**src/rtl/if_fetch_stage_if.sv**
```systemverilog
// Fetch-stage bundle: hazard-unit controls, EX redirect, imem port, IF/ID outputs and perf counters.
// The environment (hazard unit, EX, imem, decode) takes master; the fetch stage takes slave.
interface if_fetch_stage_if #(
  parameter int CNT_W = 32
);
  logic             pc_en;
  logic             if_id_pipeline_en;
  logic             if_id_pipeline_flush;
  logic             jump_branch_taken;
  logic [31:0]      jump_branch_target;
  logic [31:0]      imem_addr;
  logic             imem_rd_en;
  logic [31:0]      imem_rdata;
  logic [31:0]      if_pc;
  logic [31:0]      if_instr;
  logic             if_valid;
  logic [CNT_W-1:0] stall_cnt;
  logic [CNT_W-1:0] redirect_cnt;

  modport master (
    output pc_en, if_id_pipeline_en, if_id_pipeline_flush,
    output jump_branch_taken, jump_branch_target, imem_rdata,
    input  imem_addr, imem_rd_en, if_pc, if_instr, if_valid,
    input  stall_cnt, redirect_cnt
  );

  modport slave (
    input  pc_en, if_id_pipeline_en, if_id_pipeline_flush,
    input  jump_branch_taken, jump_branch_target, imem_rdata,
    output imem_addr, imem_rd_en, if_pc, if_instr, if_valid,
    output stall_cnt, redirect_cnt
  );
endinterface

```
**src/rtl/if_fetch_stage.sv**
```systemverilog
// Instruction fetch front end with IF/ID register: drives a 1-cycle synchronous imem,
// replays the returned word across load stalls, and redirects to EX-resolved targets.
module if_fetch_stage #(
  parameter logic [31:0] RESET_PC  = 32'h0000_0000,
  parameter logic [31:0] NOP_INSTR = 32'h0000_0013,
  parameter int          CNT_W     = 32
) (
  input  logic           clk,
  input  logic           rst,
  if_fetch_stage_if.slave bus
);

  logic [31:0]      pc_q;
  logic [31:0]      f1_pc;
  logic             f1_valid;
  logic [31:0]      hold_instr;
  logic             hold_valid;
  logic [31:0]      if_pc_q;
  logic [31:0]      if_instr_q;
  logic             if_valid_q;
  logic [CNT_W-1:0] stall_q;
  logic [CNT_W-1:0] redirect_q;
  logic [31:0]      f1_word;

  function automatic logic [CNT_W-1:0] sat_inc(input logic [CNT_W-1:0] v);
    return (&v) ? v : v + {{(CNT_W-1){1'b0}}, 1'b1};
  endfunction

  // Once a stall has begun, imem returns the word for the stalled pc_q, so the
  // word that belonged to f1_pc must come from the replay buffer instead.
  assign f1_word = hold_valid ? hold_instr : bus.imem_rdata;

  // PC, in-flight fetch slot and replay buffer; redirect outranks a stall.
  always_ff @(posedge clk or posedge rst) begin
    if (rst) begin
      pc_q       <= RESET_PC;
      f1_pc      <= 32'h0000_0000;
      f1_valid   <= 1'b0;
      hold_instr <= 32'h0000_0000;
      hold_valid <= 1'b0;
    end else if (bus.jump_branch_taken) begin
      pc_q       <= {bus.jump_branch_target[31:2], 2'b00};
      f1_valid   <= 1'b0;
      hold_valid <= 1'b0;
    end else if (bus.pc_en) begin
      pc_q       <= pc_q + 32'd4;
      f1_pc      <= pc_q;
      f1_valid   <= 1'b1;
      hold_valid <= 1'b0;
    end else if (!hold_valid) begin
      hold_instr <= bus.imem_rdata;
      hold_valid <= 1'b1;
    end else begin
      hold_valid <= 1'b1;
    end
  end

  // IF/ID register: flush, capture, or bubble when decode advances without a new fetch.
  always_ff @(posedge clk or posedge rst) begin
    if (rst) begin
      if_pc_q    <= 32'h0000_0000;
      if_instr_q <= NOP_INSTR;
      if_valid_q <= 1'b0;
    end else if (bus.if_id_pipeline_flush) begin
      if_instr_q <= NOP_INSTR;
      if_valid_q <= 1'b0;
    end else if (bus.if_id_pipeline_en && bus.pc_en) begin
      if_pc_q    <= f1_pc;
      if_instr_q <= f1_word;
      if_valid_q <= f1_valid;
    end else if (bus.if_id_pipeline_en) begin
      if_instr_q <= NOP_INSTR;
      if_valid_q <= 1'b0;
    end else begin
      if_valid_q <= if_valid_q;
    end
  end

  // Saturating performance counters; a redirect cycle is never counted as a stall.
  always_ff @(posedge clk or posedge rst) begin
    if (rst) begin
      stall_q    <= '0;
      redirect_q <= '0;
    end else if (bus.jump_branch_taken) begin
      redirect_q <= sat_inc(redirect_q);
    end else if (!bus.pc_en) begin
      stall_q    <= sat_inc(stall_q);
    end else begin
      stall_q    <= stall_q;
    end
  end

  assign bus.imem_addr    = pc_q;
  assign bus.imem_rd_en   = ~rst;
  assign bus.if_pc        = if_pc_q;
  assign bus.if_instr     = if_instr_q;
  assign bus.if_valid     = if_valid_q;
  assign bus.stall_cnt    = stall_q;
  assign bus.redirect_cnt = redirect_q;

endmodule
```
**src/flat_wrapper.sv**
```systemverilog
// flat-port wrapper written by rule: the top's interface ports become plain ports
module if_fetch_stage_flat 
#(
  parameter logic [31:0] RESET_PC  = 32'h0000_0000,
  parameter logic [31:0] NOP_INSTR = 32'h0000_0013,
  parameter int          CNT_W     = 32
)
  (clk, rst, bus_pc_en, bus_if_id_pipeline_en, bus_if_id_pipeline_flush, bus_jump_branch_taken, bus_jump_branch_target, bus_imem_rdata, bus_imem_addr, bus_imem_rd_en, bus_if_pc, bus_if_instr, bus_if_valid, bus_stall_cnt, bus_redirect_cnt);
  if_fetch_stage_if #(.CNT_W(CNT_W)) bus_i ();
  input  logic clk;
  input  logic rst;
  input wire logic [$bits(bus_i.pc_en)-1:0] bus_pc_en;
  input wire logic [$bits(bus_i.if_id_pipeline_en)-1:0] bus_if_id_pipeline_en;
  input wire logic [$bits(bus_i.if_id_pipeline_flush)-1:0] bus_if_id_pipeline_flush;
  input wire logic [$bits(bus_i.jump_branch_taken)-1:0] bus_jump_branch_taken;
  input wire logic [$bits(bus_i.jump_branch_target)-1:0] bus_jump_branch_target;
  input wire logic [$bits(bus_i.imem_rdata)-1:0] bus_imem_rdata;
  output wire logic [$bits(bus_i.imem_addr)-1:0] bus_imem_addr;
  output wire logic [$bits(bus_i.imem_rd_en)-1:0] bus_imem_rd_en;
  output wire logic [$bits(bus_i.if_pc)-1:0] bus_if_pc;
  output wire logic [$bits(bus_i.if_instr)-1:0] bus_if_instr;
  output wire logic [$bits(bus_i.if_valid)-1:0] bus_if_valid;
  output wire logic [$bits(bus_i.stall_cnt)-1:0] bus_stall_cnt;
  output wire logic [$bits(bus_i.redirect_cnt)-1:0] bus_redirect_cnt;
  assign bus_i.pc_en = bus_pc_en;
  assign bus_i.if_id_pipeline_en = bus_if_id_pipeline_en;
  assign bus_i.if_id_pipeline_flush = bus_if_id_pipeline_flush;
  assign bus_i.jump_branch_taken = bus_jump_branch_taken;
  assign bus_i.jump_branch_target = bus_jump_branch_target;
  assign bus_i.imem_rdata = bus_imem_rdata;
  assign bus_imem_addr = bus_i.imem_addr;
  assign bus_imem_rd_en = bus_i.imem_rd_en;
  assign bus_if_pc = bus_i.if_pc;
  assign bus_if_instr = bus_i.if_instr;
  assign bus_if_valid = bus_i.if_valid;
  assign bus_stall_cnt = bus_i.stall_cnt;
  assign bus_redirect_cnt = bus_i.redirect_cnt;
  if_fetch_stage #(.RESET_PC(RESET_PC), .NOP_INSTR(NOP_INSTR), .CNT_W(CNT_W)) u_core (.clk(clk), .rst(rst), .bus(bus_i));
endmodule
```
**config.mk**
```make
export PLATFORM = sky130hd
export DESIGN_NAME = if_fetch_stage_flat
export DESIGN_NICKNAME = d
export VERILOG_FILES = /design/src/rtl/if_fetch_stage_if.sv /design/src/rtl/if_fetch_stage.sv /design/src/flat_wrapper.sv
export SDC_FILE = /design/constraint.sdc
export NUM_CORES = 1
export LEC_CHECK = 0
export BUFFER_PORTS_ARGS = -buffer_cell sky130_fd_sc_hd__buf_4
export CAP_MARGIN = 20
export CORE_MARGIN = 2
export CORE_UTILIZATION = 54
export CTS_CLUSTER_SIZE = 20
export DETAILED_ROUTE_END_ITERATION = 6
export PLACE_DENSITY = 0.8
export REMOVE_ABC_BUFFERS = 1
export SKIP_CTS_REPAIR_TIMING = 1
export SYNTH_ARGS = -nofsm -noshare
export SYNTH_HDL_FRONTEND = slang
export SYNTH_SLANG_ARGS = --single-unit
export TNS_END_PERCENT = 30
```
**constraint.sdc**
```tcl
create_clock -name clk -period 8.2 [get_ports clk]
set_clock_uncertainty 0.05 [all_clocks]
set_input_delay 1.64 -clock clk [delete_from_list [all_inputs] [get_ports clk]]
set_output_delay 1.64 -clock clk [all_outputs]
set_load 0.05 [all_outputs]
```
Yosys cells after proc, flatten, opt, wreduce, memory -nomap -nowiden:

Cells that the tools add are included.

* flip-flop bits (word level): 227
* output and inout bits: 162

* add/sub/neg operators: 3
* mux-type cells: 13
* bitwise logic cells: 6
* reduce and logical (&&, ||, !) cells: 10

Operators with widths (count)
* $mux W32: 6
* $add A32 B1 Y32 const B: 2
* $reduce_and A32 Y1: 2
* $add A32 B3 Y32 const B: 1
* $reduce_and A2 Y1: 4
* $mux W1: 7
* $not A1 Y1: 6
* $reduce_and A3 Y1: 1
* $reduce_bool A3 Y1: 1
* $reduce_bool A2 Y1: 1
* $logic_and A1 B1 Y1: 1

Longest topological paths before layout:

* depth after elaboration: 3
* depth in mapped cells: 7
* mapped depth without buffers: 6

Least setup slack after synthesis:

OpenSTA, ideal clock, no wires.

* path kind: input to output
* start point: input rst
* end point: output bus_imem_rd_en
* arrival: 6455 ps
* required time: 6510 ps
* path slack: 55 ps
* cell stages on the path: 1
* cell sequence: inv_1

* word-level cells in the longest chain between the ends: 1

Ends and longest elaborated chain
* start, declared: RTL line flat_wrapper.sv:11 `input logic rst;`
* $not A1 Y1: RTL line if_fetch_stage.sv:94 `assign bus.imem_rd_en = ~rst;`
* end, declared: RTL line flat_wrapper.sv:19 `output wire logic [$bits(bus_i.imem_rd_en)-1:0] bus_imem_rd_en;`

No other way between the ends.

Worst setup path after layout:

Same ends and word-level chain as after synthesis.

==> metrics.txt <==
root buf cell=clkbuf_16; drc violations=0; clk slew on worst S/H paths=0.06 ns; antenna cells=0; Avg Inst Size Synth=11.1 µm²; sequential area share after synthesis=56.9%; grt total ovfl=0; H-tree lvl count=1; Core Area=0.0178 mm²; share of layout cells above drive strength 1=32.6%; first-pass GRT wire length=37,600 µm; Crit Path Category=input port to output pin; Global Route Usage Sum=23.7%; nets@finish=1,169; Iter 0 DRT Violations=418; crit path cell chain=buf_4 -> inv_8 -> buf_4; Netlist cell types=47; Warnings, synthesis=0; Mapped Area=0.00972 mm²; most frequent CP cell=buf_4; slowest CP cell=inv_8; row count=49; ports placed on the boundary=232; die area=0.0191 mm²; relative slew slack=33.0%; post-route antenna net violation count=0; CTS Buf Count=24; DR WL/cell=17.2 µm; min Tclk post-route=4.14 ns; pwr dens=257 mW/mm²; Synth async-reset ratio=100%; WP data arrival=2.45 ns; Worst Setup Start Kind=input port; worst hold path type=flip-flop to flip-flop; vias per cell=5.49; worst vdd ir=0.304 mV; RSZ-0062 raised after global routing=no; final RePlAce weighted congestion=0.835; Post-synth EDFFs=0; PortBufs=225; final clock period utilization by the worst path=50.5%; final hold viol count=0; vias in the first global route=7,251; max-slew violation count=0; commonest cells in the netlist=218 x dfrtp_1, 181 x nand2_1, 67 x mux2_2; most frequent cell after synthesis=dfrtp_1; Die Wd=138 µm; largest net degree at the start of global routing=83; cell taking the most area after synthesis=dfrtp_1; clk sink count=221; setup TNS=0 ns; final wirelength=23,100 µm; Mapped Cells=876; Crit Path Max Fanout=82; ys flop type=dfrtp_1; detailed placer's ending HPWL=15,400 µm; Util after Layout=69.7%; #FFs+latches synth=221; CTS tree=yes; clock latency on the worst-skew pair=0.51 ns; CP required=6.51 ns; Pre-antenna DRT Iters=5; final setup vio count=0; FMAX=242 MHz; Initial Utilization=54.5%; clock tree buffer depth=3; initial antenna violation count=0; Leak=5.98 nW; die height=138 µm; dominant cells by area after synthesis=dfrtp_1 56%, mux2_2 7.8%, nand2_1 7.0%, xnor2_1 4.1%, xor2_1 3.7%; top cell type's share of synthesized area=56.1%; crit path capture type=output pin; via count=7,378; area growth from synthesis to final layout=27.8%; Tot Pwr=3.20 mW; max incr delay on CP=0.37 ns; worst-margin pin slew=1.01 ns; status=finished, final reports clean; max-cap violation count=0
## registers in the layout (all words and copies together), names as in the netlist
signal                   cells
u_core.bus.stall_cnt        32
u_core.bus.if_pc            30
u_core.hold_valid            1
u_core.bus.if_instr         32
u_core.hold_instr           32
u_core.f1_valid              1
u_core.f1_pc                30
u_core.bus.imem_addr        30
u_core.bus.redirect_cnt     32
u_core.bus.if_valid          1
## cell usage in the layout, fill, tap and decap left out, types with 2 or more instances in the layout
| master | synthesis | layout |
|---|---|---|
| buf_4 | 4 | 230 |
| dfrtp_1 | 218 | 217 |
| nand2_1 | 181 | 181 |
| mux2_2 | 67 | 67 |
| o21ai_0 | 55 | 55 |
| xnor2_1 | 45 | 45 |
| xor2_1 | 41 | 41 |
| mux2i_1 | 34 | 34 |
| nand4_1 | 32 | 32 |
| nor2_1 | 32 | 29 |
| nand3_1 | 26 | 26 |
| clkbuf_16 | 0 | 24 |
| nor3_1 | 17 | 17 |
| and3_1 | 14 | 14 |
| nor4_1 | 9 | 9 |
| and2_1 | 6 | 6 |
| clkbuf_1 | 24 | 6 |
| and4_1 | 5 | 5 |
| or3_1 | 5 | 5 |
| a21oi_1 | 5 | 5 |
| clkbuf_8 | 0 | 5 |
| or2_2 | 4 | 4 |
| inv_1 | 5 | 4 |
| conb_1 | 1 | 4 |
| nand4_2 | 3 | 3 |
| a31oi_1 | 3 | 3 |
| ha_1 | 3 | 3 |
| clkinv_2 | 0 | 3 |
| dfstp_2 | 3 | 3 |
| nor4_4 | 2 | 2 |
| nor3_2 | 2 | 2 |
| nor2_2 | 0 | 2 |
| bufinv_16 | 0 | 2 |
| clkinvlp_4 | 0 | 2 |
## final timing paths
path                       depth (start not counted)                        to  slack, ns                    start
setup reg to reg                                   5  u_core.bus.imem_addr[24]       5.84  u_core.bus.imem_addr[4]
hold reg to reg                                    2      u_core.bus.if_pc[24]       0.41         u_core.f1_pc[24]
setup / recovery                                   3            bus_imem_rd_en       4.06                      rst
hold / removal                                     2      u_core.bus.if_pc[24]       0.41         u_core.f1_pc[24]
max in group asynchronous                          3         u_core.hold_valid       5.77                      rst
min in group asynchronous                          2      u_core.hold_instr[5]       1.12                      rst
## final cells by class
type                    instances  area (µm²)
multi-input cells             612        4010
inverters                       5        26.3
clock buffers                  35         692
well taps                     229         287
flip-flops and latches        221        5540
fillers                      1324        5410
repair buffers                232        1760
clock inverters                 9         115
## cells by family (layout without fill, tap and decap cells)
| family | count (synthesis) | count (layout) | share of synthesized area, % |
|---|---|---|---|
| simple gates | 348 | 348 | 17.5 |
| flops | 221 | 221 | 56.9 |
| mux | 102 | 102 | 11.4 |
| xor+xnor | 86 | 86 | 7.75 |
| compound gates | 69 | 69 | 3.89 |
| buf+inv | 46 | 281 | 2.15 |
| fa+ha+maj | 3 | 3 | 0.386 |
| other cells | 1 | 4 | 0.0386 |
## worst max-delay path, delay by kind of cell
| family | cells | cell delay, ns |
|---|---|---|
| buffers and inverters | 3 | 0.80 |
## metrics by stage
step / std cells / setup WS [ns] / area, µm² / hold WS [ns]
after floorplan: 838 / 0.0548 / 9550 / 0.385
after global placement: 1297 / 3.98 / 11600 / 0.396
after detailed placement: 1297 / 3.98 / 11600 / 0.403
after CTS: 1341 / 3.98 / 12400 / 0.413
after global routing: 1343 / 3.94 / 12400 / 0.434
final: 1343 / 4.06 / 12400 / 0.411
## routing by layer
layer  track usage, %  share of wire (%)
met5                0                  0
met1             33.9                 44
met2             37.6                 47
met4             6.44                2.0
met3             4.81                6.9
## report_power, final
group	total [mW]	internal [mW]	switching [mW]
Sequential	1.36	1.23	0.127
Clock	1.09	0.651	0.435
Combinational	0.753	0.258	0.495
Total	3.20	2.14	1.06
(Power assumes the default switching activity.)
